<file path="config.mk">
export PLATFORM = sky130hd
export DESIGN_NAME = booth_mult_seq
export DESIGN_NICKNAME = d
export VERILOG_FILES = /design/src/rtl/booth_mult_seq.sv
export SDC_FILE = /design/constraint.sdc
export NUM_CORES = 1
export LEC_CHECK = 0
export CAP_MARGIN = 10
export CORE_MARGIN = 1.5
export CORE_UTILIZATION = 63
export DETAILED_ROUTE_END_ITERATION = 7
export DONT_BUFFER_PORTS = 1
export PLACE_DENSITY_LB_ADDON = 0.2
export RECOVER_POWER = 100
export SLEW_MARGIN = 5
export SYNTH_ARGS = -nofsm -noshare
export SYNTH_HDL_FRONTEND = slang
export SYNTH_SLANG_ARGS = --single-unit
</file>
<file path="constraint.sdc">
create_clock -name clk -period 4.92 [get_ports clk]
set_clock_uncertainty 0.2 [all_clocks]
set_input_delay 0 -clock clk [delete_from_list [all_inputs] [get_ports clk]]
set_output_delay 0 -clock clk [all_outputs]
set_load 0.1 [all_outputs]
</file>
<file path="src/rtl/booth_mult_seq.sv">
// booth_mult_seq
// ----------------------------------------------------------------------------
// Sequential radix-2 Booth multiplier. One add/subtract plus arithmetic shift
// per clock; operands are accepted on a valid/ready handshake and the product
// is presented on a second valid/ready handshake.
//
// Optional feature macro: BOOTH_UNSIGNED_EN
//   defined   -> adds the is_signed port; operands are widened by one bit at
//                load (sign- or zero-extended) and N = DATA_WIDTH+1.
//   undefined -> operands are always two's complement and N = DATA_WIDTH.
//
// Ports
//   clk           clock, rising edge
//   rst           synchronous active-high reset
//   in_valid      operand pair on m/q is valid
//   in_ready      block can accept operands (IDLE only)
//   m, q          multiplicand / multiplier
//   out_valid     final_result holds a completed product
//   out_ready     downstream consumes the result
//   final_result  2*DATA_WIDTH product
//   busy          operation in flight (RUN or DONE)
//   is_signed     (BOOTH_UNSIGNED_EN only) 1 = signed operands, 0 = unsigned
// ----------------------------------------------------------------------------
module booth_mult_seq #(
    parameter int DATA_WIDTH = 8
) (
    input  logic                      clk,
    input  logic                      rst,
    input  logic                      in_valid,
    output logic                      in_ready,
    input  logic [DATA_WIDTH-1:0]     m,
    input  logic [DATA_WIDTH-1:0]     q,
    output logic                      out_valid,
    input  logic                      out_ready,
    output logic [2*DATA_WIDTH-1:0]   final_result,
    output logic                      busy
`ifdef BOOTH_UNSIGNED_EN
    ,
    input  logic                      is_signed
`endif
);

`ifdef BOOTH_UNSIGNED_EN
    localparam int N = DATA_WIDTH + 1;
`else
    localparam int N = DATA_WIDTH;
`endif
    localparam int W     = N;
    localparam int CNT_W = $clog2(N + 1);
    localparam int RES_W = 2 * DATA_WIDTH;
    // Top bit of A that still lands inside the low RES_W bits of {A, Q}.
    localparam int AHI   = RES_W - W - 1;
    localparam logic [CNT_W-1:0] LAST = CNT_W'(N - 1);

    localparam logic [1:0] S_IDLE = 2'd0;
    localparam logic [1:0] S_RUN  = 2'd1;
    localparam logic [1:0] S_DONE = 2'd2;

    logic [1:0]       state_q,     state_d;
    logic [W:0]       a_q,         a_d;
    logic [W-1:0]     qr_q,        qr_d;
    logic             qm1_q,       qm1_d;
    logic [W:0]       m_q,         m_d;
    logic [CNT_W-1:0] cnt_q,       cnt_d;
    logic [RES_W-1:0] res_q,       res_d;
    logic             in_ready_q,  in_ready_d;
    logic             out_valid_q, out_valid_d;
    logic             busy_q,      busy_d;

    logic [W-1:0]     m_ext_s;
    logic [W-1:0]     q_ext_s;
    logic [W:0]       sum_s;
    logic [W:0]       a_shift_s;
    logic [W-1:0]     q_shift_s;
    logic [RES_W-1:0] res_next_s;

    // Operand widening applied at the accept edge.
`ifdef BOOTH_UNSIGNED_EN
    assign m_ext_s = {is_signed & m[DATA_WIDTH-1], m};
    assign q_ext_s = {is_signed & q[DATA_WIDTH-1], q};
`else
    assign m_ext_s = m;
    assign q_ext_s = q;
`endif

    // Booth recoding of {Q[0], q_minus_one}: subtract, add or keep M.
    always_comb begin
        case ({qr_q[0], qm1_q})
            2'b10:   sum_s = a_q - m_q;
            2'b01:   sum_s = a_q + m_q;
            default: sum_s = a_q;
        endcase
    end

    // Arithmetic right shift of {A, Q, q_minus_one}; A's sign bit is replicated.
    assign a_shift_s  = {sum_s[W], sum_s[W:1]};
    assign q_shift_s  = {sum_s[0], qr_q[W-1:1]};
    assign res_next_s = {a_shift_s[AHI:0], q_shift_s};

    // FSM and datapath next-state; handshake outputs follow the next state.
    always_comb begin
        state_d = state_q;
        a_d     = a_q;
        qr_d    = qr_q;
        qm1_d   = qm1_q;
        m_d     = m_q;
        cnt_d   = cnt_q;
        res_d   = res_q;
        case (state_q)
            S_IDLE: begin
                if (in_valid && in_ready_q) begin
                    a_d     = {(W+1){1'b0}};
                    qr_d    = q_ext_s;
                    qm1_d   = 1'b0;
                    m_d     = {m_ext_s[W-1], m_ext_s};
                    cnt_d   = {CNT_W{1'b0}};
                    state_d = S_RUN;
                end else begin
                    state_d = S_IDLE;
                end
            end
            S_RUN: begin
                a_d   = a_shift_s;
                qr_d  = q_shift_s;
                qm1_d = qr_q[0];
                cnt_d = cnt_q + CNT_W'(1);
                if (cnt_q == LAST) begin
                    res_d   = res_next_s;
                    state_d = S_DONE;
                end else begin
                    state_d = S_RUN;
                end
            end
            S_DONE: begin
                if (out_ready) begin
                    state_d = S_IDLE;
                end else begin
                    state_d = S_DONE;
                end
            end
            default: begin
                state_d = S_IDLE;
            end
        endcase
        in_ready_d  = (state_d == S_IDLE);
        out_valid_d = (state_d == S_DONE);
        busy_d      = (state_d == S_RUN) || (state_d == S_DONE);
    end

    // State registers with synchronous reset; in_ready stays low through reset.
    always_ff @(posedge clk) begin
        if (rst) begin
            state_q     <= S_IDLE;
            a_q         <= {(W+1){1'b0}};
            qr_q        <= {W{1'b0}};
            qm1_q       <= 1'b0;
            m_q         <= {(W+1){1'b0}};
            cnt_q       <= {CNT_W{1'b0}};
            res_q       <= {RES_W{1'b0}};
            in_ready_q  <= 1'b0;
            out_valid_q <= 1'b0;
            busy_q      <= 1'b0;
        end else begin
            state_q     <= state_d;
            a_q         <= a_d;
            qr_q        <= qr_d;
            qm1_q       <= qm1_d;
            m_q         <= m_d;
            cnt_q       <= cnt_d;
            res_q       <= res_d;
            in_ready_q  <= in_ready_d;
            out_valid_q <= out_valid_d;
            busy_q      <= busy_d;
        end
    end

    assign in_ready     = in_ready_q;
    assign out_valid    = out_valid_q;
    assign busy         = busy_q;
    assign final_result = res_q;

endmodule

</file>
==> Word level (Yosys, flattened, before mapping) <==
Index checks and enable logic that the tools add are counted.
{ "word_totals": {"inputBits": 20, "output_inout_bits": 19, "reg_bits": 51} }
{ "classes": {"eq_ne": 8, "addsub": 3, "n_reduce_logical": 8, "muxes": 13} }
{ "ops": {"columns": ["cell", "count"], "rows": [
  ["one-hot mux 9 bit (2 select lines)", 2],
  ["one-hot mux 8 bit (2 select lines)", 1],
  ["adder 9 bit", 1],
  ["2-to-1 mux 9 bit", 1],
  ["subtractor 9 bit", 1],
  ["2-to-1 mux 8 bit", 1],
  ["one-hot mux 4 bit (2 select lines)", 1],
  ["equality test 2 x 1 -> 1 bit, second input constant", 3],
  ["equality test 2 bit, second input constant", 3],
  ["one-hot mux 2 bit (3 select lines)", 1],
  ["AND reduction 2 bit", 3],
  ["adder 4 x 1 -> 4 bit, second input constant", 1],
  ["equality test 4 x 3 -> 1 bit, second input constant", 1],
  ["logical NOT 2 bit", 2],
  ["2-to-1 mux 2 bit", 2],
  ["2-to-1 mux 4 bit", 1],
  ["2-to-1 mux 1 bit", 2],
  ["inequality test 2 bit, second input constant", 1],
  ["one-hot mux 1 bit (2 select lines)", 1],
  ["nonzero test 2 bit", 1],
  ["logical AND 1 bit", 1],
  ["logical OR 1 bit", 1]
]} }

==> Logic depth before layout (Yosys ltp) <==
Gate-level depths: netlist (run 1).
{ "depth": {"word_depth": 5, "depth_mapped": 12} }

==> Least setup slack after synthesis (run 1) <==
OpenSTA, ideal clock, no wires.
{ "synth_path": {"kind": "register to register", "from": "register qr_q[0]", "to": "register res_q[15], in the netlist final_result[15]", "t_arrival_ps": 2532, "path_stages_with_launch": 13, "path_buffers": 1, "t_required_ps": 4629, "period_less_slack_ps": 2823, "setup_slack_ps": 2097, "setup_time_ps": 91, "cell_sequence": "dfxtp_1 inv_1 ha_1 buf_4 mux2_2 inv_1 fa_1 nand2b_1 a21oi_1 o41ai_2 xnor2_1 or3_1 a311oi_1"} }
{ "synth_between": {"elab_chain_cells": 2, "elab_cells_between_ends": 3, "classes_between": "2 x eq/ne; 1 x mux"} }
{ "synth_rtl": {"columns": ["element", "line_no", "rtl"], "rows": [
  ["start: declaration", "61", "logic [W-1:0] qr_q, qr_d;"],
  ["start signal: assignment", "155", "qr_q <= {W{1'b0}};"],
  ["start signal: assignment", "166", "qr_q <= qr_d;"],
  ["equality test 2 x 1 -> 1 bit or equality test 2 bit (tied branches)", "88", "case ({qr_q[0], qm1_q})"],
  ["one-hot mux 9 bit (2 select lines) (*)", "88", null],
  ["end signal: assignment", "159", "res_q <= {RES_W{1'b0}};"],
  ["end signal: assignment", "170", "res_q <= res_d;"],
  ["end: declaration", "65", "logic [RES_W-1:0] res_q, res_d;"]
]} }
Every way passes the cells marked *; elsewhere a longest branch is shown, timed or not.
A chain may end at the register's enable or synchronous reset.

==> Worst setup path in the final report (run 1) <==
{ "layout_path": {"from": "register qr_q[0]", "to": "register a_q[2]"} }
{ "layout_between": {"elab_chain_cells": 3, "elab_cells_between_ends": 4, "classes_between": "2 x eq/ne; 2 x mux"} }
{ "layout_rtl": {"columns": ["element", "line_no", "rtl"], "rows": [
  ["equality test 2 x 1 -> 1 bit or equality test 2 bit (tied branches)", "88", null],
  ["one-hot mux 9 bit (2 select lines) (*)", "88", null],
  ["one-hot mux 9 bit (2 select lines) (*)", "109", "case (state_q)"],
  ["end signal: assignment", "154", "a_q <= {(W+1){1'b0}};"],
  ["end: declaration", "60", "logic [W:0] a_q, a_d;"]
]} }
Marked as above.

==> metrics.yaml, run 1 <==
final_layout:
  design_area_um2: 2830
  n_fill_cell: 271
  num-nets-final: 363
  fin_util_pct: 75.0
  multi_input_area_um2: 1380
  syn2layout_area_growth_pct: 11.6
  diodes: 0
  final_layout_size_suffix_gt1_share_pct: 3.04
  layout.area.seq_um2: 1000
logic_synthesis:
  ys_warn_count: 0
  synth_top_area_share_pct: 39.5
  synth_edf_count: 0
  synth_area_leaders: "dfxtp_1 (40%), nor2_1 (8.3%), a21oi_1 (7.3%)"
  yosys.area.top_type: "dfxtp_1"
  syn_area_um2: 2530
  synth_cell_types: 41
  async_flop_share_pct: 0
  avgSynthCellArea_um2: 7.99
  yosys_register_bits: 50
  syn_nets: 352
  synthTopCellsByCount: "nor2_1 (56), dfxtp_1 (50), nand2_1 (42)"
  yosysMostFrequentCell: "nor2_1"
  syn_inst: 317
  synth_top_flop_cell: "dfxtp_1"
  seq_area_frac_synth_pct: 39.5
floorplan:
  fp.coreArea_um2: 3770
  start_util_pct: 67.2
  die_y_um: 66.4
  die_w_um: 66.4
  ioPinCount: 39
  rows: 22
  die_area_um2: 4410
clock_network:
  cts_inserted_buffers: 5
  clk_path_buf_depth: 2
  cts_tree: "built"
  post_cts_buffers: 0
  cts_root_buf: "clkbuf_8"
  cts.reportedPaths.clkPinSlew_ns: 0.10
  cts_max_level: 2
  clk_latency_ns: 0.31
  cts_sinks: 50
route:
  drc: 0
  initialDrtViolationCount: 146
  vias_per_cell: 5.86
  ant_nets: 0
  routed_wirelength_um: 5280
  wl_per_cell_um: 14.0
  vias: 2209
  drt_first_pass_iters: 5
place:
  dpl_cell_area_um2: 2490
  pre_cts_slack_ns: 1.92
  port_buffers: 0
  gp_congestion: 0.818
  dp_hpwl_um: 3410
min_path:
  holdPathEnd: "m_q[5]$_SDFFE_PP0P_"
  holdCritPathClass: "in2reg"
  holdCritStartpoint: "m[5]"
  worstHoldPathCells: 3
status:
  status: "finished clean"
critical_path:
  end_kind: "flop"
  worstPathMaxFanout: 9
  crit_arrival_ns: 3.32
  reg2regPathDepth: 11
  r2r-end: "a_q[2]$_SDFFE_PP0P_"
  worst-r2r-setup-slack_ns: 1.67
  cp.required_ns: 4.99
  path_class: "reg2reg"
  crit_path_start_kind: "flop"
  r2r-start: "qr_q[0]$_SDFFE_PP0P_"
job:
  maxCapViolCount: 0
timing:
  worst_slack_ns: 1.67
  fin_crit_ns: 3.25
  max_slew_margin_pct: 16.4
  fin_setup_tns_ns: 0
  finalMaxSlewViolations: 0
  rsz0062_at_grt: "false"
  fmax_ghz: 0.308
  fin_crit_sh_pct: 66.1
  worst_pin_slew_ns: 1.25
  finalHoldViolations: 0
  setup_viol: 0
global_route:
  grt_pass1_wl_um: 8560
  grt_overflow_total: 0
  grt_max_degree: 51
  grt_antenna_before_repair: 0
  grt_usage_pct: 25.3
  first_global_vias: 1907
power_and_ir_drop:
  power_density_nw_per_um2: 326
  p_leak_nw: 1.14
  ir_worst_vdd_mv: 0.231
[layer usage]
metal	part of all wire (%)	wire (µm)	global-route usage, %	up-vias
met1	46	2440	32.3	1021
met3	4.9	259	4.94	9
met2	47	2500	41.6	62
met4	1.5	78	10.2	0
met5	0	0	0	-
li1	-	-	-	1117
[logic make-up after synthesis]
logic type / count (synthesis) / share of synthesized area [%]
compound gates: 71 / 17.7
xor+xnor: 11 / 3.80
fa+ha+maj: 15 / 7.71
buf+inv: 28 / 5.68
flops: 50 / 39.5
mux: 4 / 1.63
simple gates: 138 / 24.0
[where the power goes]
part           total [mW]  internal (mW)  switching, mW
clock               0.304          0.155          0.149
combinational       0.171         0.0715         0.0993
sequential          0.446          0.421         0.0251
[registers in the layout, indices dropped and copies added (netlist names)]
name	cells
in_ready	1
out_valid	1
busy	1
final_result	16
m_q	8
qm1_q	1
qr_q	8
a_q	8
state_q	2
cnt_q	4
[what timing repair did]
item	CTS	global route
endpoints found under the hold margin	50	0
endpoints found under the setup margin	0	0
gates resized for setup	0	0
hold buffers	22	0
[worst max-delay path by stage]
stage | start | endpoint | slack [ns] | cells after the start
after floorplan | qr_q[0]$_SDFFE_PP0P_ | final_result[15]$_SDFFE_PP0P_ | 2.10 | 12
after global placement | qr_q[0]$_SDFFE_PP0P_ | final_result[15]$_SDFFE_PP0P_ | 2.00 | 11
after detailed placement | qr_q[0]$_SDFFE_PP0P_ | final_result[15]$_SDFFE_PP0P_ | 1.92 | 11
after CTS | qr_q[0]$_SDFFE_PP0P_ | a_q[2]$_SDFFE_PP0P_ | 1.73 | 11
after global routing | qr_q[0]$_SDFFE_PP0P_ | a_q[2]$_SDFFE_PP0P_ | 1.47 | 11
final | qr_q[0]$_SDFFE_PP0P_ | a_q[2]$_SDFFE_PP0P_ | 1.67 | 11
[final cells by class]
cell class,count,share of cell area (%)
multi-input combinational,239,48.8
sequential,50,35.4
timing repair buffer,23,8.28
clock buffer,5,2.43
tap,48,2.12
clock inverter,3,1.73
inverter,9,1.20
[per-stage QoR]
| step | instances | hold WS [ns] | power [mW] |
|---|---|---|---|
| after floorplan | 317 | -0.0640 | 0.585 |
| final | 377 | 0.173 | 0.920 |
| after detailed placement | 347 | -0.126 | 0.603 |
| after CTS | 377 | 0.163 | 0.919 |
| after global routing | 377 | 0.184 | 0.960 |
| after global placement | 347 | -0.126 | 0.599 |
[cells in the final DEF, fill, tap and decap left out, types with 6 or more instances in the layout]
cell type      count
nor2_1            56
dfxtp_1           50
nand2_1           42
a21oi_1           37
dlygate4sd3_1     21
ha_1              14
nand3_1           10
inv_1              9
xor2_1             7
nor3_1             7
nor4_1             6
[critical path, cell delays in order (launching register included)]
cell	delay, ns
dfxtp_1	0.32
inv_1	0.07
ha_1	0.33
mux2_1	0.38
ha_1	0.31
a211o_1	0.28
o211ai_1	0.15
nand2_1	0.08
o21ai_0	0.27
nand2_1	0.10
a21oi_1	0.15
dlygate4sd3_1	0.55
Note: power is estimated with default switching activity, not from simulation.
==> run 2: changes to the inputs <==
- ABC_AREA: not set -> 1
- clock period: 4.92 -> 3.2 ns (I/O delays scaled with it)
==> run 2 against run 1 <==
Net effect:
- combinational power is 84% higher
- clock-buffer cell count stayed put
- die area is 2.9% higher
- critical path depth is 2 higher
- wire length rose by 11%
- utilization shrank 2.5 points
- non-clock buffer count grew 14
- first-iteration DRC count rose by 6.2%
- critical endpoint is now a_q[3]$_SDFFE_PP0P_
==> metrics.yaml, run 2 <==
final_layout:
  diodes: 0
  final_common_cell: "nand2_1"
  layout.area.seq_um2: 1000
  largest_reg_flops: 16
  final_layout_size_suffix_gt1_share_pct: 6.74
  syn2layout_area_growth_pct: 11.0
  multi_input_area_um2: 1330
  num-nets-final: 421
  design_area_um2: 2900
  layout_common_cells: "nand2_1 (82), dfxtp_1 (50), nor2_1 (49)"
  n_fill_cell: 336
global_route:
  grt_usage_pct: 28.3
  grt_max_degree: 33
  grt_overflow_total: 0
  grt_pass1_wl_um: 9630
  grt_antenna_before_repair: 0
  first_global_vias: 2116
timing:
  max_slew_margin_pct: 17.7
  fin_setup_tns_ns: 0
  worst_slack_ns: 0.424
  worst_pin_slew_ns: 1.23
  fin_crit_ns: 2.78
  finalMaxSlewViolations: 0
  finalHoldViolations: 0
  setup_viol: 0
  fmax_ghz: 0.360
  rsz0062_at_grt: "false"
  fin_crit_sh_pct: 86.7
power_and_ir_drop:
  p_leak_nw: 1.26
  netSwitchingFraction_pct: 32.8
  combPwrFrac_pct: 23.1
  p_int_mw: 0.914
  pwr-share-clk_pct: 27.0
  switchingPower_mw: 0.447
  ir_worst_vdd_mv: 0.393
  p_seq_share_pct: 50.0
  power_density_nw_per_um2: 470
  finalPower_mw: 1.36
floorplan:
  die_w_um: 67.4
  ioPinCount: 39
  start_util_pct: 65.2
  fp.coreArea_um2: 4000
  die_area_um2: 4540
  rows: 23
  die_y_um: 67.4
route:
  met3_length_um: 260
  wl_met2_um: 2850
  routed_wirelength_um: 5870
  wl_met1_um: 2610
  vias: 2347
  drt_first_pass_iters: 4
  vias_per_cell: 5.38
  initialDrtViolationCount: 155
  drc: 0
  ant_nets: 0
  topRoutingLayerUsed: "met4"
  wl_per_cell_um: 13.5
logic_synthesis:
  seq_area_frac_synth_pct: 38.4
  synth_edf_count: 0
  yosys_register_bits: 50
  synth_top_flop_cell: "dfxtp_1"
  syn_nets: 389
  yosys.area.top_type: "dfxtp_1"
  synthTopCellsByCount: "nand2_1 (78), dfxtp_1 (50), nor2_1 (45)"
  avgSynthCellArea_um2: 7.37
  synth_top_area_share_pct: 38.4
  synth_cell_types: 39
  syn_area_um2: 2610
  async_flop_share_pct: 0
  yosysMostFrequentCell: "nand2_1"
  ys_warn_count: 0
  synth_area_leaders: "dfxtp_1 (38%), nand2_1 (11%), ha_1 (6.7%)"
  syn_inst: 354
place:
  pre_cts_slack_ns: 0.507
  gp_congestion: 0.948
  dp_hpwl_um: 4080
  dpl_cell_area_um2: 2730
  port_buffers: 0
clock_network:
  cts_inserted_buffers: 5
  cts_resized: 0
  clk_latency_ns: 0.30
  cts_max_level: 2
  cts_root_buf: "clkbuf_8"
  cts_sinks: 50
  cts.reportedPaths.clkPinSlew_ns: 0.09
  cts_tree: "built"
  clk_path_buf_depth: 2
critical_path:
  crit_arrival_ns: 2.79
  slowest_stage: "fa_1"
  crit_buf_inv: 4
  worstPathCellList: "inv_1 > ha_1 > inv_1 > o21ai_0 > inv_1 > fa_1 > inv_1 > nand3_1 > nand2_1 > nor2_1 > o31ai_1 > nand2_1 > a21oi_1"
  cp_slowest_stage_delay_ns: 0.39
  cp_common_cell: "inv_1"
  end_kind: "flop"
  crit_path_start_kind: "flop"
  cp.required_ns: 3.22
  worstPathMaxFanout: 3
  cpLargestDelayFamily: "compound AO/OA/AOI/OAI gates"
  path_class: "reg2reg"
job:
  maxCapViolCount: 0
min_path:
  holdCritPathClass: "in2reg"
status:
  status: "finished clean"
## run 2: layout make-up
cell class | count | area share [%]
multi-input cells | 250 | 45.8
flip-flops and latches | 50 | 34.6
inverters | 42 | 5.53
repair buffers | 37 | 9.07
clock inverters | 2 | 0.475
well taps | 50 | 2.16
clock buffers | 5 | 2.38
## run 2: logic make-up (layout without fill, tap and decap cells)
kind of cell,after synthesis,after routing,synth area share [%]
adders and majority gates,15,15,7.48
AOI/OAI and AO/OA,75,75,16.8
xor gates and xnor gates,5,5,1.68
DFF,50,50,38.4
buffers and inverters,54,86,9.25
and+or+nand+nor,155,155,26.5
## run 2: worst reg2reg max path, delay by kind of cell, from the launching register on
kind	cells	cell delay (ns)
adders and majority gates	2	0.67
and+or+nand+nor	4	0.39
AOI/OAI and AO/OA	3	0.75
DFF	1	0.37
buffers and inverters	4	0.31
## run 2: path summary, 6_finish.rpt
kind / from / end / slack [ns] / cells past startpoint
worst max-delay path: m_q[0]$_SDFFE_PP0P_ / a_q[3]$_SDFFE_PP0P_ / 0.42 / 13
worst min register to register: final_result[3]$_SDFFE_PP0P_ / final_result[3]$_SDFFE_PP0P_ / 0.26 / 2
worst max register to register: m_q[0]$_SDFFE_PP0P_ / a_q[3]$_SDFFE_PP0P_ / 0.42 / 13
worst min-delay path: in_valid / qr_q[5]$_SDFFE_PP0P_ / 0.06 / 3
## run 2: metrics by stage
step           util [%]  hold WS (ns)  std cells
2_1_floorplan         -       -0.0405        354
3_3_place_gp       68.3        -0.134        411
3_5_place_dp       68.3        -0.133        411
4_1_cts            74.9        0.0364        436
5_1_grt            72.4         0.119        436
6_report           72.4        0.0588        436
## run 2: what timing repair did
action	CTS	global route
setup endpoints to repair	0	0
buffers inserted	0	0
hold endpoints to repair	46	0
hold buffers	18	0
## run 2: power by group through the flow
stage / sequential (mW) / clock (mW) / combinational, mW
after global placement: 0.693 / 0 / 0.282
after CTS: 0.679 / 0.370 / 0.316
final: 0.680 / 0.367 / 0.314
after floorplan: 0.696 / 0 / 0.237
after global routing: 0.684 / 0.397 / 0.352
after detailed placement: 0.694 / 0 / 0.291
## run 2: layer usage
metal | vias up | GRT usage, %
li1 | 1213 | -
met5 | - | 0
met3 | 16 | 5.83
met4 | 0 | 12.5
met2 | 65 | 46.2
met1 | 1053 | 36.0
==> run 3: changes to the inputs <==
- CORE_MARGIN: 1.5 -> not set
- CTS_CLUSTER_DIAMETER: not set -> 30
==> run 3 against run 2 <==
Net effect:
- sequential power hardly changed
- via count fell by 0.34%
- worst hold slack lost 0.051 ns
- final area is 0.60% higher
- power shrank 0.11%
- sequential share of layout area fell by 0.21 points
- worst setup slack got worse by 0.062 ns
- largest cell class unchanged
- highest routed layer unchanged
==> metrics.yaml, run 3 (synthesis gave the netlist of run 2 again) <==
status:
  status: "finished clean"
route:
  wl_met2_um: 2810
  met3_length_um: 252
  routed_wirelength_um: 5820
  drc: 0
  topRoutingLayerUsed: "met4"
  drt_first_pass_iters: 4
  wl_per_cell_um: 13.3
  wl_met1_um: 2670
  ant_nets: 0
  initialDrtViolationCount: 172
  vias: 2339
  vias_per_cell: 5.35
critical_path:
  end_kind: "flop"
  worst-r2r-setup-slack_ns: 0.36
  reg2regPathDepth: 8
  worstPathMaxFanout: 19
  r2r-end: "final_result[12]$_SDFFE_PP0P_"
  cp.required_ns: 3.26
  r2r-start: "state_q[0]$_SDFF_PP0_"
  path_class: "reg2reg"
  crit_path_start_kind: "flop"
  crit_arrival_ns: 2.89
final_layout:
  largest_reg_flops: 16
  num-nets-final: 422
  final_common_cell: "nand2_1"
  syn2layout_area_growth_pct: 11.6
  diodes: 0
  stdcell_count: 437
  layout_common_cells: "nand2_1 (80), dfxtp_1 (50), nor2_1 (47)"
  final_layout_size_suffix_gt1_share_pct: 7.24
clock_network:
  cts_inserted_buffers: 5
  cts_sinks: 50
  clk_latency_ns: 0.30
  clk_path_buf_depth: 2
  cts_resized: 0
  cts.reportedPaths.clkPinSlew_ns: 0.09
  cts_max_level: 2
  cts_root_buf: "clkbuf_8"
  cts_hold_buf: 19
  post_cts_buffers: 0
  cts_tree: "built"
global_route:
  grt_max_degree: 32
  grt_overflow_total: 0
  grt_pass1_wl_um: 9470
  grt_usage_pct: 28.1
  first_global_vias: 2144
  grt_antenna_before_repair: 0
timing:
  fin_crit_ns: 2.84
  max_slew_margin_pct: 18.8
  hold_ws_ns: 0.00791
  fin_setup_tns_ns: 0
  setup_viol: 0
  fmax_ghz: 0.352
  finalHoldViolations: 0
  fin_crit_sh_pct: 88.7
  finalMaxSlewViolations: 0
  rsz0062_at_grt: "false"
  worst_pin_slew_ns: 1.22
place:
  dp_hpwl_um: 3980
  gp_congestion: 0.867
  port_buffers: 0
  dp_cells: 411
floorplan:
  fp.coreArea_um2: 4000
  die_y_um: 66.4
  start_util_pct: 65.2
  ioPinCount: 39
  die_w_um: 66.4
  rows: 23
  die_area_um2: 4400
power_and_ir_drop:
  combPwrFrac_pct: 23.1
  power_density_nw_per_um2: 467
  pwr-share-clk_pct: 26.9
  switchingPower_mw: 0.445
  ir_worst_vdd_mv: 0.443
  p_int_mw: 0.915
  p_leak_nw: 1.26
  netSwitchingFraction_pct: 32.7
  p_seq_share_pct: 50.0
  finalPower_mw: 1.36
min_path:
  worstHoldPathCells: 3
  holdPathEnd: "m_q[3]$_SDFFE_PP0P_"
  holdCritPathClass: "in2reg"
  holdCritStartpoint: "rst"
job:
  maxCapViolCount: 0
## run 3: cell types whose count changed in the layout (fill, tap and decap cells not counted), moves of 2 or more
cell	delta
nor2_1	-2
buf_4	-2
nand2_1	-2
clkbuf_1	+2
nand2_2	+2
## run 3: area by class of cell
cell class	count	area [µm²]
clock buffers	5	68.8
multi-input cells	250	1340
clock inverters	2	13.8
inverters	42	160
fillers	335	1090
well taps	50	62.6
flip-flops and latches	50	1000
repair buffers	38	265
## run 3: worst max-delay path by stage
stage | start | end | cells after the start
3_3_place_gp | m_q[0]$_SDFFE_PP0P_ | final_result[15]$_SDFFE_PP0P_ | 18
5_1_grt | state_q[0]$_SDFF_PP0_ | final_result[10]$_SDFFE_PP0P_ | 9
3_5_place_dp | m_q[0]$_SDFFE_PP0P_ | final_result[15]$_SDFFE_PP0P_ | 18
4_1_cts | m_q[0]$_SDFFE_PP0P_ | a_q[7]$_SDFFE_PP0P_ | 18
2_1_floorplan | m_q[0]$_SDFFE_PP0P_ | final_result[14]$_SDFFE_PP0P_ | 17
6_report | state_q[0]$_SDFF_PP0_ | final_result[12]$_SDFFE_PP0P_ | 8
## run 3: worst max-delay path, stage by stage (launching register included)
cell and delay (ns):
dfxtp_1 0.32, inv_1 0.06, nor2_1 0.87, inv_4 0.14
nor2_1 0.19, clkbuf_1 0.61, o21ai_0 0.17, a21o_1 0.18
inv_1 0.04
## run 3: metal layers
layer	vias to the layer above	global-route usage [%]
met4	0	9.31
li1	1210	-
met3	8	5.17
met1	1066	36.1
met2	55	47.1
met5	-	0
## run 3: through the flow
step | area [µm²] | setup slack, ns | util (%)
after floorplan | 2610 | 0.803 | -
after global placement | 2730 | 0.608 | 68.3
after detailed placement | 2730 | 0.535 | 68.3
after CTS | 3010 | 0.497 | 75.2
after global routing | 2910 | 0.0926 | 72.8
final | 2910 | 0.362 | 72.8
## run 3: power by group through the flow
stage	clock, mW	sequential (mW)	combinational (mW)
final	0.366	0.680	0.314
after global routing	0.391	0.684	0.353
after CTS	0.367	0.679	0.315
after detailed placement	0	0.694	0.289
after global placement	0	0.693	0.282
after floorplan	0	0.696	0.237
